==> src/rtl/zipdma_txgears.sv <==
`default_nettype none
`timescale 1ns/1ps
// ============================================================================
// Module  : zipdma_txgears
// Brief   : Realigns a packed byte stream onto destination lanes starting at
//           a per-packet offset. Define ZIPDMA_TXGEARS_ZEROFILL_EN to force
//           unused output lanes to 8'h00.
// Revision: 1.0 - initial release
// ============================================================================
module zipdma_txgears #(
    parameter int BUS_WIDTH         = 64,
    parameter bit OPT_LITTLE_ENDIAN = 1'b0,
    localparam int WBLSB            = $clog2(BUS_WIDTH / 8)
) (
    input  logic                 i_clk,
    input  logic                 i_reset_n,
    input  logic                 i_soft_reset,
    input  logic [WBLSB-1:0]     i_offset,
    input  logic                 S_VALID,
    output logic                 S_READY,
    input  logic [BUS_WIDTH-1:0] S_DATA,
    input  logic [WBLSB:0]       S_BYTES,
    input  logic                 S_LAST,
    output logic                 M_VALID,
    input  logic                 M_READY,
    output logic [BUS_WIDTH-1:0] M_DATA,
    output logic [WBLSB:0]       M_BYTES,
    output logic                 M_LAST
);

    localparam int c_DW = BUS_WIDTH;
    localparam int c_NB = BUS_WIDTH / 8;
    localparam int c_FW = WBLSB + 2;
    localparam int c_CW = WBLSB + 3;
    localparam logic [c_FW-1:0] c_NB_F = c_FW'(c_NB);
    localparam logic [c_CW-1:0] c_NB_C = c_CW'(c_NB);

    typedef enum logic [1:0] {
        ST_IDLE   = 2'd0,
        ST_ACTIVE = 2'd1,
        ST_FLUSH  = 2'd2
    } state_t;

    state_t              r_state;
    logic [2*c_DW-1:0]   r_sreg;
    logic [c_FW-1:0]     r_fill;
    logic                r_m_valid;
    logic                r_m_last;
    logic [c_DW-1:0]     r_m_data;
    logic [WBLSB:0]      r_m_bytes;

    logic [c_DW-1:0]     w_s_lanes;
    logic [c_DW-1:0]     w_s_masked;
    logic [c_DW-1:0]     w_out_lanes;
    logic                w_accept;
    logic                w_take;
    logic                w_out_free;
    logic                w_first;
    logic                w_have_last;
    logic                w_emit;
    logic                w_last_out;
    logic [c_CW-1:0]     w_pad;
    logic [c_CW-1:0]     w_base;
    logic [c_CW-1:0]     w_cnt;
    logic [c_CW-1:0]     w_n;
    logic [3*c_DW-1:0]   w_temp;

    assign S_READY    = i_reset_n && (r_state != ST_FLUSH) && !r_m_last &&
                        (!r_m_valid || M_READY || (r_fill < c_NB_F));
    assign w_accept   = S_VALID && S_READY;
    assign w_take     = r_m_valid && M_READY;
    assign w_out_free = !r_m_valid || M_READY;
    assign w_first    = (r_state == ST_IDLE) && w_accept;

    // The start offset acts as leading padding in the buffer for the first beat only
    assign w_pad      = w_first ? {{(c_CW-WBLSB){1'b0}}, i_offset} : '0;
    assign w_base     = w_first ? w_pad : {{(c_CW-c_FW){1'b0}}, r_fill};
    assign w_cnt      = w_base + (w_accept ? {{(c_CW-WBLSB-1){1'b0}}, S_BYTES} : '0);
    assign w_have_last = (r_state == ST_FLUSH) || (w_accept && S_LAST);
    assign w_emit     = w_out_free && !r_m_last && (w_cnt != '0) &&
                        ((w_cnt >= c_NB_C) || w_have_last);
    assign w_n        = (w_cnt >= c_NB_C) ? c_NB_C : w_cnt;
    assign w_last_out = w_have_last && (w_cnt <= c_NB_C);

    // Buffer bytes beyond the fill level are always zero, so OR-merging is safe
    assign w_temp = {{c_DW{1'b0}}, r_sreg} |
                    ({{(2*c_DW){1'b0}}, w_s_masked} << {w_base, 3'b000});

    for (genvar gi = 0; gi < c_NB; gi++) begin : g_lane
        if (OPT_LITTLE_ENDIAN) begin : g_le
            assign w_s_lanes[8*gi +: 8] = S_DATA[8*gi +: 8];
            assign M_DATA[8*gi +: 8]    = r_m_data[8*gi +: 8];
        end else begin : g_be
            assign w_s_lanes[8*gi +: 8]       = S_DATA[c_DW-8-8*gi +: 8];
            assign M_DATA[c_DW-8-8*gi +: 8]   = r_m_data[8*gi +: 8];
        end

        assign w_s_masked[8*gi +: 8] = (w_accept && ((WBLSB+1)'(gi) < S_BYTES)) ?
                                       w_s_lanes[8*gi +: 8] : 8'h00;
`ifdef ZIPDMA_TXGEARS_ZEROFILL_EN
        assign w_out_lanes[8*gi +: 8] = ((c_CW'(gi) >= w_pad) && (c_CW'(gi) < w_n)) ?
                                        w_temp[8*gi +: 8] : 8'h00;
`else
        assign w_out_lanes[8*gi +: 8] = w_temp[8*gi +: 8];
`endif
    end

    always_ff @(posedge i_clk or negedge i_reset_n) begin
        if (!i_reset_n) begin
            r_state   <= ST_IDLE;
            r_sreg    <= '0;
            r_fill    <= '0;
            r_m_valid <= 1'b0;
            r_m_last  <= 1'b0;
            r_m_data  <= '0;
            r_m_bytes <= '0;
        end else if (i_soft_reset || (w_take && r_m_last)) begin
            r_state   <= ST_IDLE;
            r_sreg    <= '0;
            r_fill    <= '0;
            r_m_valid <= 1'b0;
            r_m_last  <= 1'b0;
            r_m_data  <= '0;
            r_m_bytes <= '0;
        end else if (w_emit) begin
            r_m_valid <= 1'b1;
            r_m_data  <= w_out_lanes;
            r_m_bytes <= (WBLSB+1)'(w_n - w_pad);
            r_m_last  <= w_last_out;
            r_sreg    <= w_last_out ? '0 : w_temp[3*c_DW-1:c_DW];
            r_fill    <= w_last_out ? '0 : c_FW'(w_cnt - w_n);
            // A pending last beat keeps the packet open until it is taken
            if (w_last_out)
                r_state <= ST_ACTIVE;
            else if (w_have_last)
                r_state <= ST_FLUSH;
            else
                r_state <= ST_ACTIVE;
        end else begin
            if (w_take)
                r_m_valid <= 1'b0;
            if (w_accept) begin
                r_sreg  <= w_temp[2*c_DW-1:0];
                r_fill  <= c_FW'(w_cnt);
                r_state <= S_LAST ? ST_FLUSH : ST_ACTIVE;
            end
        end
    end

    assign M_VALID = r_m_valid;
    assign M_BYTES = r_m_bytes;
    assign M_LAST  = r_m_last;

endmodule
`default_nettype wire

==> config.mk <==
export PLATFORM = sky130hd
export DESIGN_NAME = zipdma_txgears
export DESIGN_NICKNAME = d
export VERILOG_FILES = /design/src/rtl/zipdma_txgears.sv
export SDC_FILE = /design/constraint.sdc
export NUM_CORES = 1
export LEC_CHECK = 0
export BUFFER_PORTS_ARGS = -buffer_cell sky130_fd_sc_hd__buf_4
export CAP_MARGIN = 25
export CORE_ASPECT_RATIO = 0.9
export CORE_MARGIN = 8
export CORE_UTILIZATION = 60
export CTS_BUF_LIST = sky130_fd_sc_hd__clkbuf_8 sky130_fd_sc_hd__clkbuf_16
export DETAILED_ROUTE_END_ITERATION = 16
export MAX_ROUTING_LAYER = met4
export PLACE_DENSITY = 0.82
export SLEW_MARGIN = 30
export SYNTH_ARGS = -nofsm -noshare
export SYNTH_HDL_FRONTEND = slang
export SYNTH_SLANG_ARGS = --single-unit
==> constraint.sdc <==
create_clock -name i_clk -period 12.11 [get_ports i_clk]
set_input_delay 0.6055 -clock i_clk [delete_from_list [all_inputs] [get_ports i_clk]]
set_output_delay 0.6055 -clock i_clk [all_outputs]
set_load 0.005 [all_outputs]
# ---- After elaboration in Yosys (flattened, before gate mapping)
# Cells that the tools add are included.
dict set report word_totals {
  register_bits 205
  inputBits 77
  out_inout_bits 71
  wordCells 92
}
dict set report op_classes {
  n_addsub 3
  order_cmp 11
  n_eq_ne 2
  shifts 1
  mux 35
  n_bitwise 1
  n_reduce_logical 32
}
# cell count
set ops {}
lappend ops {{two-way mux 128 bit} 4}
lappend ops {{bitwise OR 128 x 192 -> 192 bit} 1}
lappend ops {{left shift 64 x 8 -> 192 bit} 1}
lappend ops {{two-way mux 64 bit} 2}
lappend ops {{two-way mux 8 bit} 8}
lappend ops {{two-way mux 5 bit} 6}
lappend ops {{logical AND 1 bit} 20}
lappend ops {{less-than comparator 3 x 4 -> 1 bit, first input constant} 4}
lappend ops {{two-way mux 2 bit} 6}
lappend ops {{two-way mux 4 bit} 3}
lappend ops {{less-than comparator 1 x 4 -> 1 bit, first input constant} 2}
lappend ops {{less-than comparator 2 x 4 -> 1 bit, first input constant} 2}
lappend ops {{adder 5 x 4 -> 6 bit} 1}
lappend ops {{>= comparator 6 x 4 -> 1 bit, second input constant} 1}
lappend ops {{less-or-equal comparator 6 x 4 -> 1 bit, second input constant} 1}
lappend ops {{nonzero test 3 bit} 2}
lappend ops {{nonzero test 6 bit} 1}
lappend ops {{logical OR 1 bit} 5}
lappend ops {{less-than comparator 5 x 4 -> 1 bit, second input constant} 1}
lappend ops {{two-way mux 1 bit} 5}
lappend ops {{subtractor 5 bit} 1}
lappend ops {{subtractor 4 x 3 -> 4 bit} 1}
lappend ops {{two-way mux 3 bit} 1}
lappend ops {{equality test 2 bit, second input constant} 1}
lappend ops {{other kinds (4)} 5}

# ---- Longest topological paths before layout
dict set report logic_depth {
  ltp_word 15
  ltp_mapped 24
  depth_no_buf 19
}

# ---- Worst setup path before layout
# Ideal clock, no wire load.
dict set report synth_path {
  kind {input to register}
  start {in S_VALID}
  end {reg r_fill[4]}
  setup_time_ns 0.069
  t_arrival_ns 5.089
  required_time_ns 12.041
  slack_ns 6.951
  stages 19
  path_buffers 3
  path_cell_list {or3b_1 -> a2111oi_4 -> buf_2 -> mux2i_1 -> clkinv_1 -> buf_2 -> buf_1 -> ha_1 -> a21o_1 -> a21oi_1 -> a21boi_0 -> o21ai_0 -> nand2_1 -> ha_1 -> o21ba_2 -> o211a_1 -> xnor2_1 -> or3_1 -> nand3_1}
}
dict set report synth_via {
  elab_chain_cells 11
  elab_cells_between_ends 22
  classes_between {add/sub (2); order compare (2); mux (8); reduce/logical (10)}
}
# element line
set synth_lines {}
lappend synth_lines {{from (decl)} 19} ;# input logic S_VALID,
lappend synth_lines {{logical AND 1 bit (*)} 70} ;# assign w_accept = S_VALID && S_READY;
lappend synth_lines {{logical AND 1 bit} 73} ;# assign w_first = (r_state == ST_IDLE) && w_accept;
lappend synth_lines {{two-way mux 3 bit} 76} ;# assign w_pad = w_first ? {{(c_CW-WBLSB){1'b0}}, i_offset} : '0;
lappend synth_lines {{two-way mux 5 bit} 77} ;# assign w_base = w_first ? w_pad : {{(c_CW-c_FW){1'b0}}, r_fill};
lappend synth_lines {{adder 5 x 4 -> 6 bit} 78} ;# assign w_cnt = w_base + (w_accept ? {{(c_CW-WBLSB-1){1'b0}}, S_BYTES} : '0);
lappend synth_lines {{>= comparator 6 x 4 -> 1 bit} {81, 82}}
lappend synth_lines {{two-way mux 5 bit} 82} ;# assign w_n = (w_cnt >= c_NB_C) ? c_NB_C : w_cnt;
lappend synth_lines {{subtractor 5 bit} 131} ;# r_fill <= w_last_out ? '0 : c_FW'(w_cnt - w_n);
lappend synth_lines {{two-way mux 5 bit} 131}
lappend synth_lines {{two-way mux 5 bit} 125} ;# end else if (w_emit) begin
lappend synth_lines {{two-way mux 5 bit} 117} ;# end else if (i_soft_reset || (w_take && r_m_last)) begin
lappend synth_lines {{to (signal assigned)} 131}
lappend synth_lines {{to (signal assigned)} 144} ;# r_fill <= c_FW'(w_cnt);
lappend synth_lines {{to (decl)} 46} ;# logic [c_FW-1:0] r_fill;
# Every way passes the cells marked *; elsewhere a longest branch is shown, timed or not. The select of a mux whose other input is x is not followed.
# A chain may end at the register's enable or synchronous reset.

# ---- Final worst setup path
dict set report layout_path {
  start {reg r_state[1]}
  end {reg r_sreg[61]}
}
dict set report layout_via {
  elab_chain_cells 14
  elab_cells_between_ends 44
  classes_between {add/sub (1); order compare (2); eq/ne (2); shift (1); mux (15); bitwise (1); reduce/logical (22)}
}
# element line
set layout_lines {}
lappend layout_lines {{from (decl)} 44} ;# state_t r_state;
lappend layout_lines {{from (signal assigned)} 145} ;# r_state <= S_LAST ? ST_FLUSH : ST_ACTIVE;
lappend layout_lines {{!= test 2 bit} 68} ;# assign S_READY = i_reset_n && (r_state != ST_FLUSH) && !r_m_last &&
lappend layout_lines {{logical AND 1 bit (3 in series)} 68}
lappend layout_lines {{logical AND 1 bit} 70}
lappend layout_lines {{logical AND 1 bit} 73}
lappend layout_lines {{two-way mux 3 bit} 76}
lappend layout_lines {{two-way mux 5 bit} 77}
lappend layout_lines {{adder 5 x 4 -> 6 bit} 78}
lappend layout_lines {{less-or-equal comparator 6 x 4 -> 1 bit, or another cell as far along} 83} ;# assign w_last_out = w_have_last && (w_cnt <= c_NB_C);
lappend layout_lines {{logical AND 1 bit, or another cell as far along} 83}
lappend layout_lines {{two-way mux 128 bit or logical AND 1 bit (tied branches)} {130, 80}}
lappend layout_lines {{two-way mux 128 bit} 125}
lappend layout_lines {{two-way mux 128 bit} 117}
lappend layout_lines {{to (signal assigned)} 130} ;# r_sreg <= w_last_out ? '0 : w_temp[3*c_DW-1:c_DW];
lappend layout_lines {{to (signal assigned)} 143} ;# r_sreg <= w_temp[2*c_DW-1:0];
lappend layout_lines {{to (decl)} 45} ;# logic [2*c_DW-1:0] r_sreg;
# Parallel ways exist; a longest one is shown, timed or not. The select of a mux whose other input is x is not followed.

==> flow_metrics.tcl <==
set metrics [dict create \
    status "finished, final reports clean" \
    fin_worst_skew_ns 0.01220 \
    clock-root-buffer "clkbuf_16" \
    final_core_util_pct 71.49 \
    post_drt_wl_per_cell_microns 29.47 \
    die_area_sq_um 26140 \
    async_flop_share_pct 100.0 \
    crit_chain "or3b_1, a2111o_1, a21oi_4, buf_4, inv_2, buf_4, ha_1, fa_1, a21o_1, a21oi_1, a21boi_0, nor2_1, o21ai_4, buf_4, o22ai_1, a222oi_1, inv_1" \
    synth_top_area_share_pct 40.30 \
    clkLatencyLatePin_ns 0.54 \
    n_fill_cell 1659 \
    min_path_type "in -> async" \
    start_util_pct 61.11 \
    clkSlewWorstSetupHoldPaths_ns 0.06 \
    insertedDiodeCount 0 \
    cp_max_fo 59 \
    synthesis.area_sq_um 12730 \
    dpl_cell_area_sq_um 14040 \
    core_sq_um 20830 \
    grt_pass1_vias 13170 \
    area_growth_pct 16.99 \
    cp_top_family "compound AO/OA/AOI/OAI gates" \
    r2r-start "r_state[1]" \
    synthCells 1457 \
    synth_area_leaders "dfrtp_1 (40%), mux2i_1 (5.3%), a21oi_1 (5.2%), o21ai_0 (4.6%), nand2_1 (3.7%)" \
    track_usage_pct 41.09 \
    synthFlopType "dfrtp_1" \
    cp_num_buf_inv 5 \
    peakVddDrop_v 0.0001798 \
    crit_type "reg -> reg" \
    worst_setup_path_end_kind "register" \
    fmax_ghz 0.1434 \
    dp_hpwl_microns 36540 \
    cts_buffers 23 \
    cp-start-kind "register" \
    grt_max_degree 90 \
    fin_ws_ns 5.138 \
    postCtsSetupBuffers 0 \
    first_iter_violations 2435 \
    hold_violations 0 \
    globalRouteMet3Util_pct 13.89 \
    nNetsFinal 1622 \
    cts_hold_buf 0 \
    worstPathArrival_ns 7.38 \
    yosysWarnings 0 \
    io_pins 148 \
    seq_area_sq_um 5130 \
    dpl_worst_slack_ns 5.019 \
    die_height_microns 154.2 \
    grt_use_met1_pct 53.83 \
    clock_sinks 205 \
    dp_cells 1796 \
    syn_avg_cell_area_sq_um 8.737 \
    power.total_mw 4.164 \
    worst_pin_slew_ns 1.205 \
    drtAntennaViolNets 0 \
    fin_crit_sh_pct 57.58 \
    slew_viol_final 0 \
    period_minus_slack_ns 6.972 \
    cap_violations 0 \
    slew_headroom_pct 19.07 \
    synth_cell_types 77 \
    grt_pass1_wl_microns 80560 \
    yosysTopAreaCell "dfrtp_1" \
    drc 0 \
    clk_path_buf_depth 3 \
    fin_setup_tns_ns 0 \
    overflow 0 \
    cts_tree "built" \
    die_w_microns 169.5 \
    rsz0062_at_grt "no" \
    crit_top_cell "buf_4" \
    r2r-end "r_sreg[61]" \
    yosysSeqAreaShare_pct 40.30 \
    max_stage_delay_ns 0.75 \
    num_rows 50 \
    setup_viol 0 \
    port_buffers 147 \
    dr_total_vias 13910 \
    critPathSlowestCell "o21ai_4" \
    required_ns 12.52 \
    ff2ff_path_depth 17 \
    multi_input_area_sq_um 7202 \
    use_met2_pct 55.52 \
    power_density_nw_per_um2 279.6 \
    h-tree-depth 1 \
    antenna_found_initial 0 \
    viasPerCell 7.567 \
    routed_wl_microns 54170 \
    routabilityCongestion 1.080 \
    syn-num-nets 1544 \
    leakagePower_nw 6.335 \
    drive_gt1_share_pct 17.72 \
    timing.hold.ws_ns 0.03811 \
    post-route-cell-area_sq_um 14890 \
    regToRegSetupSlack_ns 5.14 \
    firstDrtPassIters 9 \
    cts_resized 0 \
    fin_cells 1838 \
    synth_edf_count 0 \
    gr-max-usage-layer "met2" \
    ys_seq_elements 205 \
]
## layer usage
layer  vias up  routed length [microns]
li1       5771                        -
met1      6580                    20280
met2      1309                    21850
met3       249                     8711
met4         0                     3329
met5         -                        0
## final cells by class
class                           instances  share of cell area (%)
Clock inverter                         16                   1.411
Timing Repair Buffer                  177                   8.989
Clock buffer                           26                   4.142
Inverter                               10                  0.2520
Sequential cell                       205                   34.45
Tap cell                              286                   2.403
Multi-Input combinational cell       1118                   48.36
## worst register-to-register path, cell delays in order (launching register included)
cell      delay, ns
dfrtp_1        0.43
or3b_1         0.49
a2111o_1       0.68
a21oi_4        0.25
buf_4          0.50
inv_2          0.06
buf_4          0.37
ha_1           0.38
fa_1           0.47
a21o_1         0.17
a21oi_1        0.24
a21boi_0       0.36
nor2_1         0.21
o21ai_4        0.75
buf_4          0.62
o22ai_1        0.35
a222oi_1       0.44
inv_1          0.08
## registers in the layout, indices dropped and copies added (netlist names)
name / cells
r_m_data: 64
M_BYTES: 4
M_LAST: 1
r_sreg: 128
M_VALID: 1
r_state: 2
r_fill: 5
## cells by family (layout without fill, tap and decap cells)
| logic type | Yosys count | in the layout | share of synthesized area [%] |
|---|---|---|---|
| fa+ha+maj | 10 | 10 | 1.101 |
| flops | 205 | 205 | 40.30 |
| mux | 92 | 92 | 7.499 |
| compound gates | 601 | 601 | 31.93 |
| simple gates | 407 | 407 | 14.44 |
| other cells | 1 | 1 | 0.02946 |
| buf+inv | 134 | 229 | 4.217 |
| xor+xnor | 7 | 7 | 0.4816 |
## placed cells by master (no fill, tap or decap), types with 30 or more instances in the layout
| master | count |
|---|---|
| nand2_1 | 127 |
| a221oi_1 | 31 |
| nor2_1 | 101 |
| mux2i_1 | 65 |
| a22oi_1 | 30 |
| buf_4 | 175 |
| o22ai_1 | 62 |
| a211oi_1 | 32 |
| dfrtp_1 | 205 |
| nand3_1 | 76 |
| o21ai_0 | 117 |
| a21oi_1 | 129 |
## synth_stat cells, types with 22 or more instances
| master | instances |
|---|---|
| a211oi_1 | 33 |
| a21oi_1 | 131 |
| a221o_1 | 25 |
| a221oi_1 | 31 |
| a22oi_1 | 30 |
| clkbuf_1 | 87 |
| dfrtp_1 | 205 |
| mux2_2 | 22 |
| mux2i_1 | 68 |
| nand2_1 | 127 |
| nand3_1 | 76 |
| nor2_1 | 110 |
| nor3_1 | 27 |
| o21ai_0 | 117 |
| o22ai_1 | 62 |
## how the worst max path moves through the flow
stage,startpoint,to,slack (ns),cells after the start
5_1_grt,r_state[1],r_sreg[61],4.98,17
6_report,r_state[1],r_sreg[61],5.14,17
2_1_floorplan,S_VALID,r_fill[4],6.95,19
3_3_place_gp,i_reset_n,r_sreg[61],5.23,18
3_5_place_dp,i_reset_n,r_sreg[61],5.02,18
4_1_cts,r_state[1],r_sreg[61],5.32,17
## power breakdown
part | internal (mW) | total [mW] | switching (mW) | leakage (nW)
Clock | 0.456 | 0.772 | 0.316 | 0.408
Combinational | 0.710 | 2.41 | 1.70 | 3.13
Sequential | 0.875 | 0.987 | 0.112 | 2.79
Total | 2.04 | 4.16 | 2.12 | 6.33
Power figures use the tool's default switching activity.
